===== config.mk =====
export PLATFORM = sky130hd
export DESIGN_NAME = pwm_driver
export DESIGN_NICKNAME = d
export VERILOG_FILES = /design/src/rtl/pwm_pkg.sv /design/src/rtl/pwm_prescaler.sv /design/src/rtl/pwm_driver.sv
export SDC_FILE = /design/constraint.sdc
export NUM_CORES = 1
export LEC_CHECK = 0
export ABC_AREA = 1
export CAP_MARGIN = 20
export CORE_MARGIN = 1
export CORE_UTILIZATION = 50
export CTS_CLUSTER_SIZE = 12
export DETAILED_ROUTE_END_ITERATION = 8
export PLACE_DENSITY = 0.78
export SYNTH_ARGS = -nofsm -noshare
export SYNTH_HDL_FRONTEND = slang
export SYNTH_SLANG_ARGS = --single-unit

===== constraint.sdc =====
create_clock -name clock -period 3.3 [get_ports clock]
set_input_delay 0.825 -clock clock [delete_from_list [all_inputs] [get_ports clock]]
set_output_delay 0.825 -clock clock [all_outputs]
set_load 0.02 [all_outputs]

===== src/rtl/pwm_pkg.sv =====
// Shared types and constants for the PWM driver and its timing helpers.
package pwm_pkg;

   typedef enum logic [1:0] {
      IDLE = 2'd0,
      RUN  = 2'd1,
      DEAD = 2'd2
   } state_t;

   localparam logic [7:0] PWM_MAX        = 8'd255;
   localparam logic [7:0] PWM_LAST_COUNT = 8'd254;

   // Move cur toward tgt by at most step, landing exactly on tgt when close enough.
   function automatic logic [7:0] slew_toward(input logic [7:0] cur, input logic [7:0] tgt,
                                              input int step);
      int diff;
      diff = int'(tgt) - int'(cur);
      if (diff > step)       return 8'(int'(cur) + step);
      else if (diff < -step) return 8'(int'(cur) - step);
      else                   return tgt;
   endfunction

endpackage


===== src/rtl/pwm_prescaler.sv =====
// Free-running divide-by-PRESCALE counter; tick marks the last clock of each step.
module pwm_prescaler import pwm_pkg::*; #(
   parameter int PRESCALE = 4
) (
   input  logic clock,
   input  logic reset_n,
   input  logic clear,
   output logic tick
);

   localparam int W = (PRESCALE > 1) ? $clog2(PRESCALE) : 1;

   logic [W-1:0] cnt;

   assign tick = !clear && (cnt == W'(PRESCALE - 1));

   always_ff @(posedge clock or negedge reset_n) begin
      if (!reset_n)            cnt <= '0;
      else if (clear || tick)  cnt <= '0;
      else                     cnt <= cnt + 1'b1;
   end

endmodule


===== src/rtl/pwm_driver.sv =====
// Motor PWM generator: applies ratio requests at period boundaries, with dead time on
// direction reversal. Define PWM_SLEW_EN to ramp the ratio by SLEW_STEP per period.
module pwm_driver import pwm_pkg::*; #(
   parameter int PRESCALE         = 4,
   parameter int DEADTIME_PERIODS = 2,
   parameter int SLEW_STEP        = 8
) (
   input  logic       clock,
   input  logic       reset_n,
   input  logic       pwm_enable,
   input  logic       pwm_update,
   input  logic [7:0] pwm_ratio,
   input  logic       pwm_direction,
   output logic       pwm_done,
   output logic       pwm_out,
   output logic       dir_out,
   output logic       busy
);

`ifdef PWM_SLEW_EN
   localparam bit SLEW_ON = 1'b1;
`else
   localparam bit SLEW_ON = 1'b0;
`endif
   // Without slewing, a step limit of full scale lands on the target in one move.
   localparam int STEP_LIMIT = SLEW_ON ? SLEW_STEP : int'(PWM_MAX);

   state_t     state;
   logic [7:0] count, applied, pend_ratio, dead_cnt;
   logic [7:0] step_ratio, exit_ratio;
   logic       pend_dir, pend_flag;
   logic       tick, boundary, presc_clear;

   assign presc_clear = !pwm_enable || (state == IDLE);

   pwm_prescaler #(.PRESCALE(PRESCALE)) u_presc (
      .clock   (clock),
      .reset_n (reset_n),
      .clear   (presc_clear),
      .tick    (tick)
   );

   assign boundary   = tick && (count == PWM_LAST_COUNT);
   assign step_ratio = slew_toward(applied, pend_ratio, STEP_LIMIT);
   assign exit_ratio = SLEW_ON ? 8'd0 : pend_ratio;
   assign busy       = pend_flag || (state == DEAD);

   always_ff @(posedge clock or negedge reset_n) begin
      if (!reset_n) begin
         state      <= IDLE;
         count      <= '0;
         applied    <= '0;
         pend_ratio <= '0;
         pend_dir   <= 1'b0;
         pend_flag  <= 1'b0;
         dead_cnt   <= '0;
         pwm_done   <= 1'b0;
         pwm_out    <= 1'b0;
         dir_out    <= 1'b0;
      end else begin
         pwm_done <= 1'b0;
         pwm_out  <= pwm_enable && (state == RUN) && (count < applied);

         if (presc_clear)  count <= '0;
         else if (tick)    count <= (count == PWM_LAST_COUNT) ? 8'd0 : count + 8'd1;

         if (!pwm_enable) begin
            state <= IDLE;
         end else begin
            case (state)
               IDLE: begin
                  if (!pend_flag) begin
                     state <= RUN;
                  end else if (pend_dir == dir_out) begin
                     state   <= RUN;
                     applied <= step_ratio;
                     if (step_ratio == pend_ratio) begin
                        pend_flag <= 1'b0;
                        pwm_done  <= 1'b1;
                     end
                  end else begin
                     state    <= DEAD;
                     dead_cnt <= 8'(DEADTIME_PERIODS);
                  end
               end
               RUN: begin
                  if (boundary && pend_flag) begin
                     if (pend_dir == dir_out) begin
                        applied <= step_ratio;
                        if (step_ratio == pend_ratio) begin
                           pend_flag <= 1'b0;
                           pwm_done  <= 1'b1;
                        end
                     end else begin
                        state    <= DEAD;
                        dead_cnt <= 8'(DEADTIME_PERIODS);
                     end
                  end
               end
               DEAD: begin
                  // A request back to the current direction cancels the remaining dead time.
                  if (boundary) begin
                     if ((pend_dir == dir_out) || (dead_cnt <= 8'd1)) begin
                        state    <= RUN;
                        dir_out  <= pend_dir;
                        applied  <= exit_ratio;
                        dead_cnt <= '0;
                        if (exit_ratio == pend_ratio) begin
                           pend_flag <= 1'b0;
                           pwm_done  <= 1'b1;
                        end
                     end else begin
                        dead_cnt <= dead_cnt - 8'd1;
                     end
                  end
               end
               default: state <= IDLE;
            endcase
         end

         // Capture last so a request in a boundary cycle survives the clear above.
         if (pwm_update) begin
            pend_ratio <= pwm_ratio;
            pend_dir   <= pwm_direction;
            pend_flag  <= 1'b1;
         end
      end
   end

endmodule


==> reports/results.txt <==
Status -> finished, final reports clean
PortBufs -> 16
CTS resizes -> 0
Number of setup buffers added after CTS -> 0
Hold Crit Class -> reg -> reg
Synthesized instance count -> 471
Critical Path Source Type -> flip-flop
Synth area leader -> dfrtp_1
Die ar. -> 6870 sq um
Max Clock Freq -> 339 MHz
Final cell count without fillers -> 569
ANT nets after route -> 0
Setup-failing EPs final -> 0
Worst slew margin -> 37.9%
CP arrival -> 3.13 ns
Chip width -> 82.9 um
Hold-fix buffers, CTS -> 0
Fill cells -> 597
Most frequent cells in the layout -> nand2_1 (116), inv_1 (82), dfrtp_1 (41)
Synth Area in Adders -> 10.3%
Max-cap check violation count -> 0
Xor and xnor area share after synthesis -> 2.41%
Critical path capture point type -> flip-flop
Area occupied by multi-input gates -> 1900 sq um
Synth area leaders -> dfrtp_1 (31%), nand2_1 (13%), ha_1 (10%)
Via density -> 5.31
Initial Util -> 51.5%
Iter 0 DRT Violations -> 153
Most common cell after layout, fill and taps aside -> nand2_1
Die Y-Extent -> 82.9 um
Sequential fraction of the synthesis area -> 31.3%
Largest family of logic cells by synthesized area -> simple AND/OR/NAND/NOR gates
Multiplexer share of the synthesized area -> 0.344%
First-pass GRT wire length -> 12,800 um
Final Cycle Share -> 89.3%
Sequential Area -> 1030 sq um
Reg clk slew, reported paths -> 0.09 ns
Dpl hpwl -> 5670 um
Root buf cell -> clkbuf_8
Area share of the leading cell type in the synthesized netlist -> 31.3%
Remaining DRCs -> 0
Total grt overflow -> 0
Synth Area in Compound Gates -> 13.7%
RSZ-0062 raised after global routing -> false
Clk_lat worst skew -> 0.30 ns
Synth warn -> 0
Clock tree buffer depth -> 2
Worst Path Required -> 3.48 ns
Setup CP Type -> reg -> reg
Clock Skews -> 0.00917 ns
Core area -> 6350 sq um
Nets -> 531
Setup TNS -> 0 ns
WL final -> 7220 um
Row count -> 29
Pin count of the biggest net entering global routing -> 42
CTS tree -> built
Placer Congestion -> 0.898
Num Clock Sinks -> 41
Static leakage -> 0.00192 uW
Post-Syn Nets -> 511
Register bit total from synthesis -> 41
Tmin final -> 2.95 ns
Syn_area_per_cell -> 6.95 sq um
H-tree levels -> 2
Distinct cells, synth -> 34
Worst-path maximum fanout -> 16
VDD IR-drop max -> 0.444 mV
DP Cell Count -> 561
Slew Viols, Final -> 0
DR WL/cell -> 12.7 um
Tightest Pin Transition -> 0.931 ns
Antenna violations before repair -> 0
# IOs -> 17
Post-Syn Area -> 3270 sq um
Hold Vio Cnt, Final -> 0
Vias -> 3,021
Number of global-route vias before repair -> 2,848
Pwr dens -> 754 nW/um^2
Simple-gate portion of the synthesized area -> 31.3%
Fraction of layout cells with a size suffix above 1 -> 6.91%
Synthesis-to-layout area growth -> 11.4%
CTS Buf Count -> 5
Router iterations before antenna repair -> 4
# diodes -> 0
Total track usage -> 22.4%
==> logic make-up (layout without fill, tap and decap cells) <==
group | after synthesis | count (layout)
adder cells (fa/ha/maj) | 27 | 27
XOR/XNOR | 9 | 9
AND/OR/NAND/NOR | 223 | 223
flip-flops | 41 | 41
buffers and inverters | 90 | 111
AO/OA/AOI/OAI | 80 | 80
multiplexers | 1 | 1
==> through the flow <==
step           util [%]  area [sq um]  hold slack, ns  worst slack [ns]  total power [uW]
2_1_floorplan         -          3270           0.410             0.979              1900
3_3_place_gp       55.3          3510           0.421             0.352              2190
3_5_place_dp       55.3          3510           0.443             0.260              2240
4_1_cts            57.4          3650           0.455             0.373              2760
5_1_grt            57.4          3650           0.484            0.0654              3020
6_report           57.4          3650           0.454             0.353              2750
==> synthesized netlist by cell type <==
cell type  instances
xor2_1             7
a21boi_0           1
nor3_1             4
nor3_4             1
o22ai_1            2
a21oi_4            2
xnor2_1            2
mux2_2             1
o21ai_0           39
nor2_2             3
nand4_4            1
or2_0              1
nand2_2            4
o2111ai_1          1
o211ai_1           3
dfrtp_1           41
nand2_4            5
nand4_1            6
nor2_8             1
a21oi_1           28
or2_1              1
buf_6              1
a211oi_1           2
or2_2              2
clkbuf_1           3
nand3_1           40
nand2_1          116
nor2_1            36
inv_1             82
o31ai_1            2
nor4_1             1
nand3b_1           1
inv_2              4
ha_1              27
==> per-layer routing <==
metal	vias to the layer above	routed length, um	global-route usage (%)
li1	1554	-	-
met1	1411	3440	29.6
met2	49	3450	38.2
met3	7	241	3.28
met4	0	85	6.43
met5	-	0	0
==> worst max-delay path, cell delays in order (launching register included) <==
cell     delay, ns
dfrtp_1       0.40
inv_1         0.12
ha_1          0.40
nand2_1       0.09
inv_1         0.03
o21ai_0       0.21
nand2_1       0.09
nor2_1        0.09
nand2_1       0.06
nor2_1        0.24
nand4_1       0.55
a21oi_1       0.28
o21ai_0       0.11
o21ai_0       0.10
inv_1         0.06
==> where the power goes <==
group | total, uW | leakage, uW | internal (uW) | switching (uW)
Sequential | 777 | 0.000523 | 634 | 144
Clock | 495 | 0.0000687 | 305 | 191
Combinational | 1480 | 0.00133 | 517 | 960
Total | 2750 | 0.00192 | 1460 | 1290
==> sequential cells by signal (all words and copies together), names as in the netlist <==
register / count
applied: 8
count: 8
dead_cnt: 8
exit_ratio: 8
state: 2
u_presc.cnt: 2
dir_out: 1
pend_dir: 1
pend_flag: 1
pwm_done: 1
pwm_out: 1
==> final timing paths <==
check / from / depth (start not counted) / slack (ns) / endpoint
setup / recovery: applied[5]$_DFFE_PN0P_ / 14 / 0.35 / applied[6]$_DFFE_PN0P_
hold / removal: u_presc.cnt[0]$_DFF_PN0_ / 1 / 0.45 / u_presc.cnt[0]$_DFF_PN0_
setup reg to reg: applied[5]$_DFFE_PN0P_ / 14 / 0.35 / applied[6]$_DFFE_PN0P_
hold reg to reg: u_presc.cnt[0]$_DFF_PN0_ / 1 / 0.45 / u_presc.cnt[0]$_DFF_PN0_
max in group asynchronous: reset_n / 1 / 2.05 / applied[2]$_DFFE_PN0P_
min in group asynchronous: reset_n / 1 / 0.66 / dead_cnt[7]$_DFFE_PN0P_
==> final cells by class <==
type / count / share of cell area [%]
sequential: 41 / 28.1
tap: 77 / 2.64
multi-input combinational: 340 / 52.1
clock buffer: 5 / 1.89
timing repair buffer: 17 / 4.46
clock inverter: 3 / 1.89
inverter: 86 / 8.85
Power figures use the tool's default switching activity.
==> RTL edit 1: new RTL, same flow settings <==
The 3 states of `state_t` get a one-hot encoding in 3 bits.
--- a/src/rtl/pwm_pkg.sv
+++ b/src/rtl/pwm_pkg.sv
@@ -1,10 +1,10 @@
 // Shared types and constants for the PWM driver and its timing helpers.
 package pwm_pkg;
 
-   typedef enum logic [1:0] {
-      IDLE = 2'd0,
-      RUN  = 2'd1,
-      DEAD = 2'd2
+   typedef enum logic [2:0] {
+      IDLE = 3'b001,
+      RUN  = 3'b010,
+      DEAD = 3'b100
    } state_t;
 
    localparam logic [7:0] PWM_MAX        = 8'd255;
Formal check against the unedited RTL: same outputs for any inputs over 10 cycles, from zero or initial values and one cycle with reset_n low; not proved beyond that.
==> RTL edit 1 against the original RTL <==
  * Area after synthesis up 0.84%
  * First-iteration DRC count decreased by 3.3%
  * Cell area down 0.55%
  * Wire length rose by 3.4%
  * Cell count down 0.53%
  * Critical path depth fell by 2
  * Worst setup slack worse by 0.10 ns
  * Critical endpoint is now applied[7]$_DFFE_PN0P_
  * Sequential cell count is 1 higher
  * Power shrank 5.7%
==> RTL edit 1: results (changes against the original RTL) <==
- Fill count: 577 (was 597)
- Largest net degree at the start of global routing: 43 (was 42)
- Clk_skew: 0.00907 ns (was 0.00917 ns)
- Vias in the first global route: 2878 (was 2848)
- Wire per inst: 13.2 um (was 12.7 um)
- Tot GR Track Use: 22.6% (was 22.4%)
- Peak supply drop: 355 uV (was 444 uV)
- R2R setup slack: 0.25 ns (was 0.35 ns)
- FF-to-FF End: applied[7]$_DFFE_PN0P_ (was applied[6]$_DFFE_PN0P_)
- Outcome: finished, final reports clean (unchanged)
- Share of layout cells above drive strength 1: 6.75% (was 6.91%)
- Synth area leaders: dfrtp_1 31%, nand2_1 12%, ha_1 8.7%, inv_1 8.5%, nand3_1 7.0% (was dfrtp_1 31%, nand2_1 13%, ha_1 10%, inv_1 9.4%, nand3_1 6.1%)
- Pleak: 1.87 nW (was 1.92 nW)
- Critical Path Max Stage Delay: 0.44 ns (was 0.55 ns)
- CP max FO: 9 (was 16)
- Worst Hold End: u_presc.cnt[0]$_DFF_PN0_ (unchanged)
- WP data arrival: 3.23 ns (was 3.13 ns)
- Register area share after synthesis: 31.9% (was 31.3%)
- DR vias: 3093 (was 3021)
- Tightest Pin Transition: 0.962 ns (was 0.931 ns)
- Placer Congestion: 0.924 (was 0.898)
- 1st-iter DRT viols: 148 (was 153)
- Cells on worst reg2reg path: 12 (was 14)
- Cells after Synth: 470 (was 471)
- Top cells by instance count after synthesis: 106 x nand2_1, 75 x inv_1, 46 x nand3_1 (was 116 x nand2_1, 82 x inv_1, 41 x dfrtp_1)
- R2r startpoint: applied[2]$_DFFE_PN0P_ (was applied[5]$_DFFE_PN0P_)
- Routed wire length: 7.47 mm (was 7.22 mm)
- 1st-pass router iterations: 5 (was 4)
- Switching Share: 49.7% (was 47.1%)
- Slowest library cell on the worst path: a21oi_1 (was nand4_1)
- Post-layout net count: 524 (was 531)
- Synth cell types: 44 (was 34)
[RTL edit 1: cell types whose count changed in the layout (fill, tap and decap cells not counted), sizes merged, moves of 5 or more]
cell / change
a21oi: -11
a22oi: +6
a31oi: +8
inv: -8
nand2: -16
nand3: +8
nand4: +7
nor2: +5
o21ai: -12
[RTL edit 1: stage by stage]
stage,util [%],hold slack (ns),setup WS (ns)
4_1_cts,57.1,0.445,0.308
6_report,57.1,0.441,0.253
2_1_floorplan,-,0.410,0.917
3_3_place_gp,55.6,0.421,0.426
3_5_place_dp,55.6,0.428,0.336
5_1_grt,57.1,0.478,0.0128
[RTL edit 1: routing by layer]
metal,GRT usage (%),up-vias,share of wire [%]
met5,0,-,0
met4,10.3,0,2.9
met3,3.08,19,5.4
met2,36.7,102,45
met1,30.0,1388,47
li1,-,1584,-
[RTL edit 1: how the worst max path moves through the flow]
stage	from	end	cells past startpoint
after floorplan	applied[2]$_DFFE_PN0P_	applied[7]$_DFFE_PN0P_	12
after global placement	applied[2]$_DFFE_PN0P_	applied[7]$_DFFE_PN0P_	12
after detailed placement	applied[2]$_DFFE_PN0P_	applied[7]$_DFFE_PN0P_	12
after CTS	applied[2]$_DFFE_PN0P_	applied[7]$_DFFE_PN0P_	12
after global routing	applied[2]$_DFFE_PN0P_	applied[7]$_DFFE_PN0P_	12
final	applied[2]$_DFFE_PN0P_	applied[7]$_DFFE_PN0P_	12
[RTL edit 1: critical path: cells and delay by family (launching register included)]
kind / cells / cell delay (ns)
buffers and inverters: 1 / 0.12
flip-flops: 1 / 0.41
AND/OR/NAND/NOR: 7 / 1.28
adder cells (fa/ha/maj): 1 / 0.37
AO/OA/AOI/OAI: 3 / 0.78
[RTL edit 1: final cells by class]
cell class	count	area share, %
Multi-Input combinational cell	342	52.8
Sequential cell	42	29.0
Inverter	79	8.18
Timing Repair Buffer	18	4.69
Tap cell	77	2.66
Clock buffer	6	2.28
Clock inverter	2	0.345
[RTL edit 1: cell families after synthesis]
kind of cell | share of synthesized area (%)
buf+inv | 10.0
flops | 31.9
compound gates | 13.3
xor+xnor | 3.18
simple gates | 32.9
fa+ha+maj | 8.72
[RTL edit 1: power by group through the flow]
stage / Combinational [W] / Clock, W / Sequential, W
floorplan: 0.00113 / 0 / 0.000748
global placement: 0.00140 / 0 / 0.000767
detailed placement: 0.00144 / 0 / 0.000771
CTS: 0.00145 / 0.000370 / 0.000762
global route: 0.00167 / 0.000385 / 0.000785
finish: 0.00147 / 0.000364 / 0.000763
==> RTL edit 2: new RTL, same settings <==
Made on the original files. `PRESCALE` is set to 4 in 2 places; all go to 8.
--- a/src/rtl/pwm_prescaler.sv
+++ b/src/rtl/pwm_prescaler.sv
@@ -1,6 +1,6 @@
 // Free-running divide-by-PRESCALE counter; tick marks the last clock of each step.
 module pwm_prescaler import pwm_pkg::*; #(
-   parameter int PRESCALE = 4
+   parameter int PRESCALE = 8
 ) (
    input  logic clock,
    input  logic reset_n,
--- a/src/rtl/pwm_driver.sv
+++ b/src/rtl/pwm_driver.sv
@@ -1,7 +1,7 @@
 // Motor PWM generator: applies ratio requests at period boundaries, with dead time on
 // direction reversal. Define PWM_SLEW_EN to ramp the ratio by SLEW_STEP per period.
 module pwm_driver import pwm_pkg::*; #(
-   parameter int PRESCALE         = 4,
+   parameter int PRESCALE         = 8,
    parameter int DEADTIME_PERIODS = 2,
    parameter int SLEW_STEP        = 8
 ) (
Behaviour: not the same (a bounded check fails within 10 cycles, from zero or initial values and one cycle with reset_n low).
==> RTL edit 2 against the original RTL <==
  * First-iteration DRC count is 3.3% higher
  * Worst setup slack better by 0.070 ns
  * Area after synthesis is 1.9% lower
  * Sequential cell count is 1 higher
  * Clock power is 29% lower
  * Wire length is 3.7% lower
  * Fmax is 2.4% higher
  * Power is 8.6% lower
  * Cell area is 2.2% lower
  * Highest routed layer unchanged
==> RTL edit 2: results (changes against the original RTL) <==
- Switching Share: 47.7% (was 47.1%)
- Seq. pwr: 0.000770 W (was 0.000777 W)
- Placed cells: 553 (was 561)
- Cells on worst reg2reg path: 20 (was 14)
- Inserted Diodes: 0 (unchanged)
- Synth cell types: 38 (was 34)
- Worst min path class: flip-flop to flip-flop (unchanged)
- Clk_skew: 0.00930 ns (was 0.00917 ns)
- Slowest library cell on the worst path: clkdlybuf4s50_1 (was nand4_1)
- DR vias: 2923 (was 3021)
- Syn Nets: 503 (was 511)
- Synth area leaders: dfrtp_1 33%, nand2_1 12%, ha_1 11%, inv_1 9.5%, nand3_1 5.5% (was dfrtp_1 31%, nand2_1 13%, ha_1 10%, inv_1 9.4%, nand3_1 6.1%)
- First-pass GRT wire length: 11.8 mm (was 12.8 mm)
- Clk pwr: 0.000349 W (was 0.000495 W)
- 1st-iter DRT viols: 158 (was 153)
- CP max FO: 8 (was 16)
- Share of layout cells above drive strength 1: 6.79% (was 6.91%)
- Critical Path Max Stage Delay: 0.53 ns (was 0.55 ns)
- Vias in the first global route: 2679 (was 2848)
- Wire per inst: 12.4 um (was 12.7 um)
- Pleak: 1.86 nW (was 1.92 nW)
- Buffers added on ports: 16 (unchanged)
- Clk slew on worst S/H paths: 0.08 ns
- Final hold slack: 0.431 ns (was 0.454 ns)
- WP data arrival: 3.07 ns (was 3.13 ns)
- Synth warn: 0 (unchanged)
- Fill count: 581 (was 597)
- Largest net degree at the start of global routing: 43 (was 42)
- Slew margin rel.: 38.1% (was 37.9%)
- Async SR Flop Fraction: 100% (unchanged)
- Vias/cell: 5.21 (was 5.31)
- Cells after Synth: 462 (was 471)
- Top cells by instance count after synthesis: 106 x nand2_1, 81 x inv_1, 42 x dfrtp_1 (was 116 x nand2_1, 82 x inv_1, 41 x dfrtp_1)
- Post-layout net count: 526 (was 531)
- Placer Congestion: 0.857 (was 0.898)
- Top delay family on crit path: buffers and inverters (was simple AND/OR/NAND/NOR gates)
- Outcome: finished, final reports clean (unchanged)
- Pre-CTS setup slack: 0.138 ns (was 0.260 ns)
- Deepest clock path buffer count: 2 (unchanged)
- Initial antenna violation count: 0 (unchanged)
- H-tree Lvls: 2 (unchanged)
- Tot GR Track Use: 22.7% (was 22.4%)
- Power in combinational cells: 0.00140 W (was 0.00148 W)
- R2R setup slack: 0.47 ns (was 0.35 ns)
- HPWL after detailed placement: 5.42 mm (was 5.67 mm)
- Register area share after synthesis: 32.7% (was 31.3%)
- Peak supply drop: 487 uV (was 444 uV)
- Final period util: 87.2% (was 89.3%)
RTL edit 2: metal layers:
layer	up-vias	track usage (%)	routed length, um
met4	0	8.77	117
met2	59	37.9	3290
met1	1327	29.5	3290
met5	-	0	0
met3	12	3.30	252
li1	1525	-	-
RTL edit 2: stage by stage:
stage | area, um^2 | utilization, %
final | 3570 | 58.9
after detailed placement | 3480 | 57.3
after floorplan | 3210 | -
after global routing | 3570 | 58.9
after CTS | 3570 | 58.9
after global placement | 3480 | 57.3
RTL edit 2: cell families (layout without fill, tap and decap cells):
| logic type | Yosys count | after routing | synth area share (%) |
|---|---|---|---|
| compound gates | 82 | 82 | 13.8 |
| fa+ha+maj | 28 | 28 | 10.9 |
| flops | 42 | 42 | 32.7 |
| xor+xnor | 11 | 11 | 3.00 |
| buf+inv | 91 | 115 | 10.7 |
| simple gates | 208 | 208 | 28.9 |
RTL edit 2: area by class of cell:
type / count / share of cell area (%)
Multi-Input combinational cell: 329 / 50.9
Inverter: 86 / 9.05
Clock inverter: 1 / 0.140
Clock buffer: 7 / 2.42
Sequential cell: 42 / 29.5
Tap cell: 75 / 2.63
Timing Repair Buffer: 21 / 5.40
RTL edit 2: final timing paths:
| path | start | to |
|---|---|---|
| worst min-delay path | u_presc.cnt[0]$_DFF_PN0_ | u_presc.cnt[0]$_DFF_PN0_ |
| max in group asynchronous | reset_n | pend_dir$_DFFE_PN0P_ |
| min in group asynchronous | reset_n | applied[0]$_DFFE_PN0P_ |
| worst min register to register | u_presc.cnt[0]$_DFF_PN0_ | u_presc.cnt[0]$_DFF_PN0_ |
| worst max-delay path | pwm_enable | dead_cnt[7]$_DFFE_PN0P_ |
| worst max register to register | applied[2]$_DFFE_PN0P_ | pend_flag$_DFFE_PN0P_ |
